$ cat src/rtl/uart_param.sv
// uart_param: parameterised 8N1-style UART with independent TX/RX tick phases and sticky RX error flags.
// Define UART_RX_FIFO_EN to buffer received bytes in a FIFO_DEPTH FIFO; otherwise a single holding register.
module uart_param #(
    parameter int DIV_W      = 16,
    parameter int OVS        = 16,
    parameter int FIFO_DEPTH = 4
) (
    input  logic             clk,
    input  logic             rst,
    input  logic [DIV_W-1:0] baud_div,
    input  logic [3:0]       length,
    input  logic             parity_en,
    input  logic             parity_type,
    input  logic             stop2,
    input  logic             tx_valid,
    input  logic [7:0]       tx_data,
    output logic             tx_ready,
    output logic             tx,
    input  logic             rx,
    output logic             rx_valid,
    output logic [7:0]       rx_data,
    input  logic             rx_ready,
    output logic             rx_parity_err,
    output logic             rx_frame_err,
    output logic             rx_overrun
);
    localparam int            OW       = $clog2(OVS);
    localparam logic [OW-1:0] OVS_LAST = OW'(OVS - 1);
    localparam logic [OW-1:0] OVS_MID  = OW'(OVS / 2);

    typedef enum logic [2:0] {S_IDLE, S_START, S_DATA, S_PARITY, S_STOP1, S_STOP2} state_t;

    // out-of-range lengths behave as 8 data bits
    logic [2:0] len_m1;
    logic [7:0] len_mask;
    assign len_m1   = (length >= 4'd5 && length <= 4'd8) ? 3'(length - 4'd1) : 3'd7;
    assign len_mask = 8'hFF >> (3'd7 - len_m1);

    state_t           tx_st_q, tx_st_d;
    logic [DIV_W-1:0] tx_div_q, tx_div_d;
    logic [OW-1:0]    tx_ovs_q, tx_ovs_d;
    logic [2:0]       tx_bit_q, tx_bit_d;
    logic [7:0]       tx_sh_q, tx_sh_d;
    logic             tx_par_q, tx_par_d, tx_pen_q, tx_pen_d, tx_s2_q, tx_s2_d, tx_q, tx_d;
    logic             tx_tick, tx_end;

    assign tx_tick  = (tx_div_q == '0);
    assign tx_end   = tx_tick && (tx_ovs_q == '0);
    assign tx_ready = (tx_st_q == S_IDLE);
    assign tx       = tx_q;

    always_comb begin
        tx_st_d  = tx_st_q;
        tx_div_d = tx_div_q;
        tx_ovs_d = tx_ovs_q;
        tx_bit_d = tx_bit_q;
        tx_sh_d  = tx_sh_q;
        tx_par_d = tx_par_q;
        tx_pen_d = tx_pen_q;
        tx_s2_d  = tx_s2_q;
        tx_d     = 1'b1;
        if (tx_st_q != S_IDLE) begin
            tx_div_d = tx_tick ? baud_div : tx_div_q - 1'b1;
            if (tx_tick) tx_ovs_d = (tx_ovs_q == '0) ? OVS_LAST : tx_ovs_q - 1'b1;
        end
        case (tx_st_q)
            S_IDLE: if (tx_valid) begin
                tx_st_d  = S_START;
                tx_div_d = baud_div;
                tx_ovs_d = OVS_LAST;
                tx_bit_d = len_m1;
                tx_sh_d  = tx_data;
                tx_par_d = (^(tx_data & len_mask)) ^ parity_type;
                tx_pen_d = parity_en;
                tx_s2_d  = stop2;
            end
            S_START:  if (tx_end) tx_st_d = S_DATA;
            S_DATA: if (tx_end) begin
                tx_sh_d = tx_sh_q >> 1;
                if (tx_bit_q == '0) tx_st_d = tx_pen_q ? S_PARITY : S_STOP1;
                else                tx_bit_d = tx_bit_q - 1'b1;
            end
            S_PARITY: if (tx_end) tx_st_d = S_STOP1;
            S_STOP1:  if (tx_end) tx_st_d = tx_s2_q ? S_STOP2 : S_IDLE;
            S_STOP2:  if (tx_end) tx_st_d = S_IDLE;
            default:  tx_st_d = S_IDLE;
        endcase
        case (tx_st_d)
            S_START:  tx_d = 1'b0;
            S_DATA:   tx_d = tx_sh_d[0];
            S_PARITY: tx_d = tx_par_d;
            default:  tx_d = 1'b1;
        endcase
    end

    always_ff @(posedge clk or posedge rst) begin
        if (rst) begin
            tx_st_q  <= S_IDLE;
            tx_div_q <= '0;
            tx_ovs_q <= '0;
            tx_bit_q <= '0;
            tx_sh_q  <= '0;
            tx_par_q <= 1'b0;
            tx_pen_q <= 1'b0;
            tx_s2_q  <= 1'b0;
            tx_q     <= 1'b1;
        end else begin
            tx_st_q  <= tx_st_d;
            tx_div_q <= tx_div_d;
            tx_ovs_q <= tx_ovs_d;
            tx_bit_q <= tx_bit_d;
            tx_sh_q  <= tx_sh_d;
            tx_par_q <= tx_par_d;
            tx_pen_q <= tx_pen_d;
            tx_s2_q  <= tx_s2_d;
            tx_q     <= tx_d;
        end
    end

    state_t           rx_st_q, rx_st_d;
    logic [DIV_W-1:0] rx_div_q, rx_div_d;
    logic [OW-1:0]    rx_ovs_q, rx_ovs_d;
    logic [2:0]       rx_bit_q, rx_bit_d, rx_len_q, rx_len_d;
    logic [7:0]       rx_sh_q, rx_sh_d, rx_byte;
    logic             rx_pen_q, rx_pen_d, rx_pt_q, rx_pt_d, rx_s2_q, rx_s2_d, rx_pacc_q, rx_pacc_d;
    logic             rx_m_q, rx_s_q, rx_prev_q;
    logic             rx_tick, rx_samp, rx_end, rx_push, perr_set, ferr_set, ovr_set;
    logic             perr_q, ferr_q, ovr_q;

    assign rx_tick = (rx_div_q == '0);
    assign rx_samp = rx_tick && (rx_ovs_q == OVS_MID);
    assign rx_end  = rx_tick && (rx_ovs_q == '0);
    // bits were shifted in from the MSB, so right-align to zero-extend short frames
    assign rx_byte = rx_sh_q >> (3'd7 - rx_len_q);

    always_comb begin
        rx_st_d   = rx_st_q;
        rx_div_d  = rx_div_q;
        rx_ovs_d  = rx_ovs_q;
        rx_bit_d  = rx_bit_q;
        rx_len_d  = rx_len_q;
        rx_sh_d   = rx_sh_q;
        rx_pen_d  = rx_pen_q;
        rx_pt_d   = rx_pt_q;
        rx_s2_d   = rx_s2_q;
        rx_pacc_d = rx_pacc_q;
        rx_push   = 1'b0;
        perr_set  = 1'b0;
        ferr_set  = 1'b0;
        if (rx_st_q != S_IDLE) begin
            rx_div_d = rx_tick ? baud_div : rx_div_q - 1'b1;
            if (rx_tick) rx_ovs_d = (rx_ovs_q == '0) ? OVS_LAST : rx_ovs_q - 1'b1;
        end
        case (rx_st_q)
            S_IDLE: if (rx_prev_q && !rx_s_q) begin
                rx_st_d   = S_START;
                rx_div_d  = baud_div;
                rx_ovs_d  = OVS_LAST;
                rx_bit_d  = len_m1;
                rx_len_d  = len_m1;
                rx_pen_d  = parity_en;
                rx_pt_d   = parity_type;
                rx_s2_d   = stop2;
                rx_pacc_d = 1'b0;
            end
            S_START: begin
                if (rx_samp && rx_s_q) rx_st_d = S_IDLE;
                else if (rx_end)       rx_st_d = S_DATA;
            end
            S_DATA: begin
                if (rx_samp) begin
                    rx_sh_d   = {rx_s_q, rx_sh_q[7:1]};
                    rx_pacc_d = rx_pacc_q ^ rx_s_q;
                end
                if (rx_end) begin
                    if (rx_bit_q == '0) rx_st_d = rx_pen_q ? S_PARITY : S_STOP1;
                    else                rx_bit_d = rx_bit_q - 1'b1;
                end
            end
            S_PARITY: begin
                if (rx_samp) perr_set = rx_s_q ^ rx_pacc_q ^ rx_pt_q;
                if (rx_end)  rx_st_d = S_STOP1;
            end
            S_STOP1: begin
                if (rx_samp) begin
                    ferr_set = !rx_s_q;
                    if (!rx_s2_q) begin
                        rx_push = 1'b1;
                        rx_st_d = S_IDLE;
                    end
                end else if (rx_end) begin
                    rx_st_d = S_STOP2;
                end
            end
            S_STOP2: if (rx_samp) begin
                ferr_set = !rx_s_q;
                rx_push  = 1'b1;
                rx_st_d  = S_IDLE;
            end
            default: rx_st_d = S_IDLE;
        endcase
    end

    always_ff @(posedge clk or posedge rst) begin
        if (rst) begin
            rx_m_q    <= 1'b1;
            rx_s_q    <= 1'b1;
            rx_prev_q <= 1'b1;
            rx_st_q   <= S_IDLE;
            rx_div_q  <= '0;
            rx_ovs_q  <= '0;
            rx_bit_q  <= '0;
            rx_len_q  <= '0;
            rx_sh_q   <= '0;
            rx_pen_q  <= 1'b0;
            rx_pt_q   <= 1'b0;
            rx_s2_q   <= 1'b0;
            rx_pacc_q <= 1'b0;
            perr_q    <= 1'b0;
            ferr_q    <= 1'b0;
            ovr_q     <= 1'b0;
        end else begin
            rx_m_q    <= rx;
            rx_s_q    <= rx_m_q;
            rx_prev_q <= rx_s_q;
            rx_st_q   <= rx_st_d;
            rx_div_q  <= rx_div_d;
            rx_ovs_q  <= rx_ovs_d;
            rx_bit_q  <= rx_bit_d;
            rx_len_q  <= rx_len_d;
            rx_sh_q   <= rx_sh_d;
            rx_pen_q  <= rx_pen_d;
            rx_pt_q   <= rx_pt_d;
            rx_s2_q   <= rx_s2_d;
            rx_pacc_q <= rx_pacc_d;
            perr_q    <= perr_q | perr_set;
            ferr_q    <= ferr_q | ferr_set;
            ovr_q     <= ovr_q | ovr_set;
        end
    end

    assign rx_parity_err = perr_q;
    assign rx_frame_err  = ferr_q;
    assign rx_overrun    = ovr_q;

`ifdef UART_RX_FIFO_EN
    localparam int AW = $clog2(FIFO_DEPTH);
    logic [7:0]    mem_q [FIFO_DEPTH];
    logic [AW-1:0] wr_q, rd_q;
    logic [AW:0]   cnt_q;
    logic          pop, full, push_ok;

    assign pop      = rx_valid && rx_ready;
    assign full     = (cnt_q == (AW+1)'(FIFO_DEPTH));
    // a pop in the same cycle frees the slot, so a full FIFO still accepts
    assign push_ok  = rx_push && (!full || pop);
    assign ovr_set  = rx_push && full && !pop;
    assign rx_valid = (cnt_q != '0);
    assign rx_data  = mem_q[rd_q];

    always_ff @(posedge clk or posedge rst) begin
        if (rst) begin
            for (int i = 0; i < FIFO_DEPTH; i++) mem_q[i] <= '0;
            wr_q  <= '0;
            rd_q  <= '0;
            cnt_q <= '0;
        end else begin
            if (push_ok) begin
                mem_q[wr_q] <= rx_byte;
                wr_q        <= wr_q + 1'b1;
            end
            if (pop) rd_q <= rd_q + 1'b1;
            case ({push_ok, pop})
                2'b10:   cnt_q <= cnt_q + 1'b1;
                2'b01:   cnt_q <= cnt_q - 1'b1;
                default: cnt_q <= cnt_q;
            endcase
        end
    end
`else
    localparam int unused_fifo_depth = FIFO_DEPTH;
    logic [7:0] hold_q;
    logic       hold_v_q, pop;

    assign pop      = hold_v_q && rx_ready;
    assign ovr_set  = rx_push && hold_v_q && !pop;
    assign rx_valid = hold_v_q;
    assign rx_data  = hold_q;

    always_ff @(posedge clk or posedge rst) begin
        if (rst) begin
            hold_q   <= '0;
            hold_v_q <= 1'b0;
        end else if (rx_push) begin
            hold_q   <= rx_byte;
            hold_v_q <= 1'b1;
        end else if (pop) begin
            hold_v_q <= 1'b0;
        end
    end
`endif

endmodule

$ cat config.mk
export PLATFORM = sky130hd
export DESIGN_NAME = uart_param
export DESIGN_NICKNAME = d
export VERILOG_FILES = /design/src/rtl/uart_param.sv
export SDC_FILE = /design/constraint.sdc
export NUM_CORES = 1
export LEC_CHECK = 0
export CORE_MARGIN = 4
export CORE_UTILIZATION = 50
export CTS_BUF_LIST = sky130_fd_sc_hd__clkbuf_16
export CTS_CLUSTER_SIZE = 28
export DETAILED_ROUTE_END_ITERATION = 8
export GPL_ROUTABILITY_DRIVEN = 0
export PLACE_DENSITY = 0.71
export SYNTH_ARGS = -nofsm -noshare
export SYNTH_HDL_FRONTEND = slang
export SYNTH_SLANG_ARGS = --single-unit
$ cat constraint.sdc
create_clock -name clk -period 8.8 [get_ports clk]
set_input_delay 1.76 -clock clk [delete_from_list [all_inputs] [get_ports clk]]
set_output_delay 1.76 -clock clk [all_outputs]
set_load 0.01 [all_outputs]
==> metrics <==
status complete, no violations; Min-Delay Startpoint rx_m_q$_DFF_PP1_; GRT Total Usage 20.20%; Clock Tree Root clkbuf_16; prevailing post-synth register cell dfrtp_1; vias in the first global route 4361; Hold Crit Depth 0; Final Core Density 59.70%; Max-Cap Viols 0; vias 4664; routed wire length 12510 um; ant diodes 0; clock latency on the worst-skew pair 0.34 ns; pin count of the biggest net entering global routing 80; Hold Fails Final Rpt 0; post-CTS sizing 0; Finish-stage setup viols 0; post-synthesis sequential area ratio 43.48%; CP max FO 11; Initial DRT Pass Iterations 5; pwr dens 232.3 nW/um2; number of cells on the worst reg-to-reg path 6; share of cells above drive strength 1 10.19%; sw power 0.5414 mW; Comb pwr share 30.6%; worst path arrival time 2.18 ns; Tmin final 3.938 ns; Final ANT Viol Nets 0; setup tns final 0 ns; Mapped Cells 594; routed vias/inst 6.026; Clock transition at path regs 0.07 ns; maximum VDD drop 0.0001167 V; Die Area 12570 um2; number of standard cells in the final layout excluding fillers 774; drt drc 0; ys async rst share 100.0%; RSZ-0062 raised after global routing no; worst endpoint required time 7.04 ns; R2R Path Start rx_div_q[7]$_DFF_PP0_; Yosys warning count 0; final slew viol count 0; clk buf depth 2; Seq pwr share 43.7%; # rows 37; clk sinks 94; top cell type's share of synthesized area 41.54%; critical setup path kind flop to primary output; hold endpoint rx_s_q$_DFF_PP1_; Nets 681; slew margin rel. 33.67%; most area-hungry cell type in the Yosys netlist dfrtp_1; CTS Hold Bufs 0; Synth Register Bits 94; initial antenna violation count 0; Crit. End Element primary output; Cells after DPL 758; DPL Wire Length 8984 um; Clk pwr share 25.7%; critical path launch point type flop; Worst Hold Class flop to flop; Core Region 10460 um2; CTS H-tree lvls 3; reg2reg setup slack 5.57 ns; RR Endpoint rx_div_q[4]$_DFF_PP0_; total gr overflow 0; Mapped Area 5421 um2; mean routed wirelength per cell 16.16 um; syn avg cell area 9.127 um2; initial core utilization 51.82%; Least-Margin Pin Slew 0.9949 ns; leakage dissipation 2.685 nW; Num CTS Buffers 9; P&R area growth vs syn 15.21%; Distinct cells, synth 72; Ports 50; Syn Nets 642; fmax 254.0 MHz; switching share of power 37.31%; Die H 112.1 um; P_int 0.9096 mW; initial drt markers 341; CTS tree built; first-pass GRT wire length 21170 um; period utilisation layout 44.74%; Horiz. Die Dim 112.1 um; Post-synth EDFFs 0; Area contributors post-synth dfrtp_1, nand2_1, o21ai_0; number of post-CTS setup repair buffers 0; clock skew 0.004525 ns; port bufs 49
critical path, cell delays in order (launching register included):
cell	delay, ns
dfrtp_1	0.47
nor2_1	0.22
nand2_1	0.19
inv_1	0.33
clkdlybuf4s50_1	0.61
area by class of cell:
type	instances	area (um2)
flip-flops and latches	94	2357
inverters	30	113.9
repair buffers	51	505.5
fillers	933	4217
clock buffers	9	225.2
multi-input cells	447	2815
clock inverters	7	58.81
well taps	136	170.2
power by group through the flow:
stage	combinational (mW)	clock, mW	sequential (mW)
global route	0.500	0.404	0.654
CTS	0.442	0.382	0.632
detailed placement	0.442	0	0.639
global placement	0.425	0	0.635
floorplan	0.401	0	0.586
finish	0.444	0.373	0.634
flip-flops by register name, indices dropped and copies added, names as in the netlist, 4 cells and up:
register	flops
rx_data	8
rx_div_q	16
rx_ovs_q	4
rx_sh_q	8
tx_div_q	16
tx_ovs_q	4
tx_sh_q	8
through the flow:
step	total power, mW	worst slack [ns]	hold slack, ns	area [um2]
after floorplan	0.9872	4.598	0.3452	5421
after global placement	1.061	4.903	0.3609	5962
after detailed placement	1.081	4.840	0.3628	5962
after CTS	1.456	4.862	0.3741	6246
after global routing	1.558	4.721	0.3661	6246
final	1.451	4.862	0.3692	6246
worst max path at each step:
stage,startpoint,to,slack [ns],cells past startpoint
5_1_grt,tx_st_q[0]$_DFF_PP0_,tx_ready,4.72,4
3_5_place_dp,length[0],tx_par_q$_DFF_PP0_,4.84,10
2_1_floorplan,rst,rx_bit_q[0]$_DFFE_PP0P_,4.60,1
4_1_cts,tx_st_q[0]$_DFF_PP0_,tx_ready,4.86,4
3_3_place_gp,length[0],tx_par_q$_DFF_PP0_,4.90,10
6_report,tx_st_q[0]$_DFF_PP0_,tx_ready,4.86,4
logic make-up after synthesis:
family | Yosys count | share of synthesized area (%)
xor+xnor | 9 | 1.454
mux | 24 | 4.916
compound gates | 175 | 21.97
simple gates | 227 | 20.82
fa+ha+maj | 12 | 2.769
buf+inv | 53 | 4.592
flops | 94 | 43.48
routing by layer:
| layer | up-vias | GRT usage [%] | part of all wire (%) |
|---|---|---|---|
| met1 | 2289 | 29.01 | 48 |
| met3 | 12 | 2.642 | 3.9 |
| li1 | 2254 | - | - |
| met2 | 109 | 31.82 | 47 |
| met5 | - | 0 | 0 |
| met4 | 0 | 6.651 | 1.4 |
cells in the mapped netlist, types with 4 or more instances:
| library cell | count |
|---|---|
| xnor2_1 | 7 |
| a211oi_1 | 4 |
| nand2b_1 | 10 |
| nor2b_1 | 7 |
| or3b_2 | 4 |
| o211ai_1 | 5 |
| clkbuf_1 | 14 |
| o21ai_0 | 58 |
| o22ai_1 | 4 |
| a21oi_1 | 28 |
| nor4_1 | 8 |
| ha_1 | 12 |
| dfstp_2 | 4 |
| and2_1 | 5 |
| nand3_1 | 15 |
| nor3_1 | 24 |
| nor3b_1 | 6 |
| mux2_2 | 13 |
| a221o_1 | 11 |
| buf_6 | 4 |
| or3_1 | 4 |
| nand4_1 | 4 |
| dfrtp_1 | 90 |
| a31oi_1 | 7 |
| nor2_1 | 44 |
| mux2i_1 | 9 |
| nand2_1 | 78 |
| a22oi_1 | 9 |
| inv_1 | 29 |
| a211o_1 | 6 |
placed cells by master, fill, tap and decap left out, drive strengths merged, types with 6 or more instances in the layout:
| master | instances |
|---|---|
| mux2 | 15 |
| clkinv | 6 |
| ha | 12 |
| a211o | 6 |
| nor2b | 7 |
| a221o | 12 |
| mux2i | 9 |
| nor3 | 25 |
| o21ai | 63 |
| dfrtp | 90 |
| or3 | 6 |
| nor2 | 44 |
| nand3 | 17 |
| nor3b | 6 |
| a31oi | 7 |
| nand2b | 10 |
| nor4 | 8 |
| clkbuf | 9 |
| clkdlybuf4s50 | 49 |
| nand2 | 78 |
| a21oi | 30 |
| xnor2 | 7 |
| a22oi | 9 |
| inv | 30 |
Power figures use the tool's default switching activity.
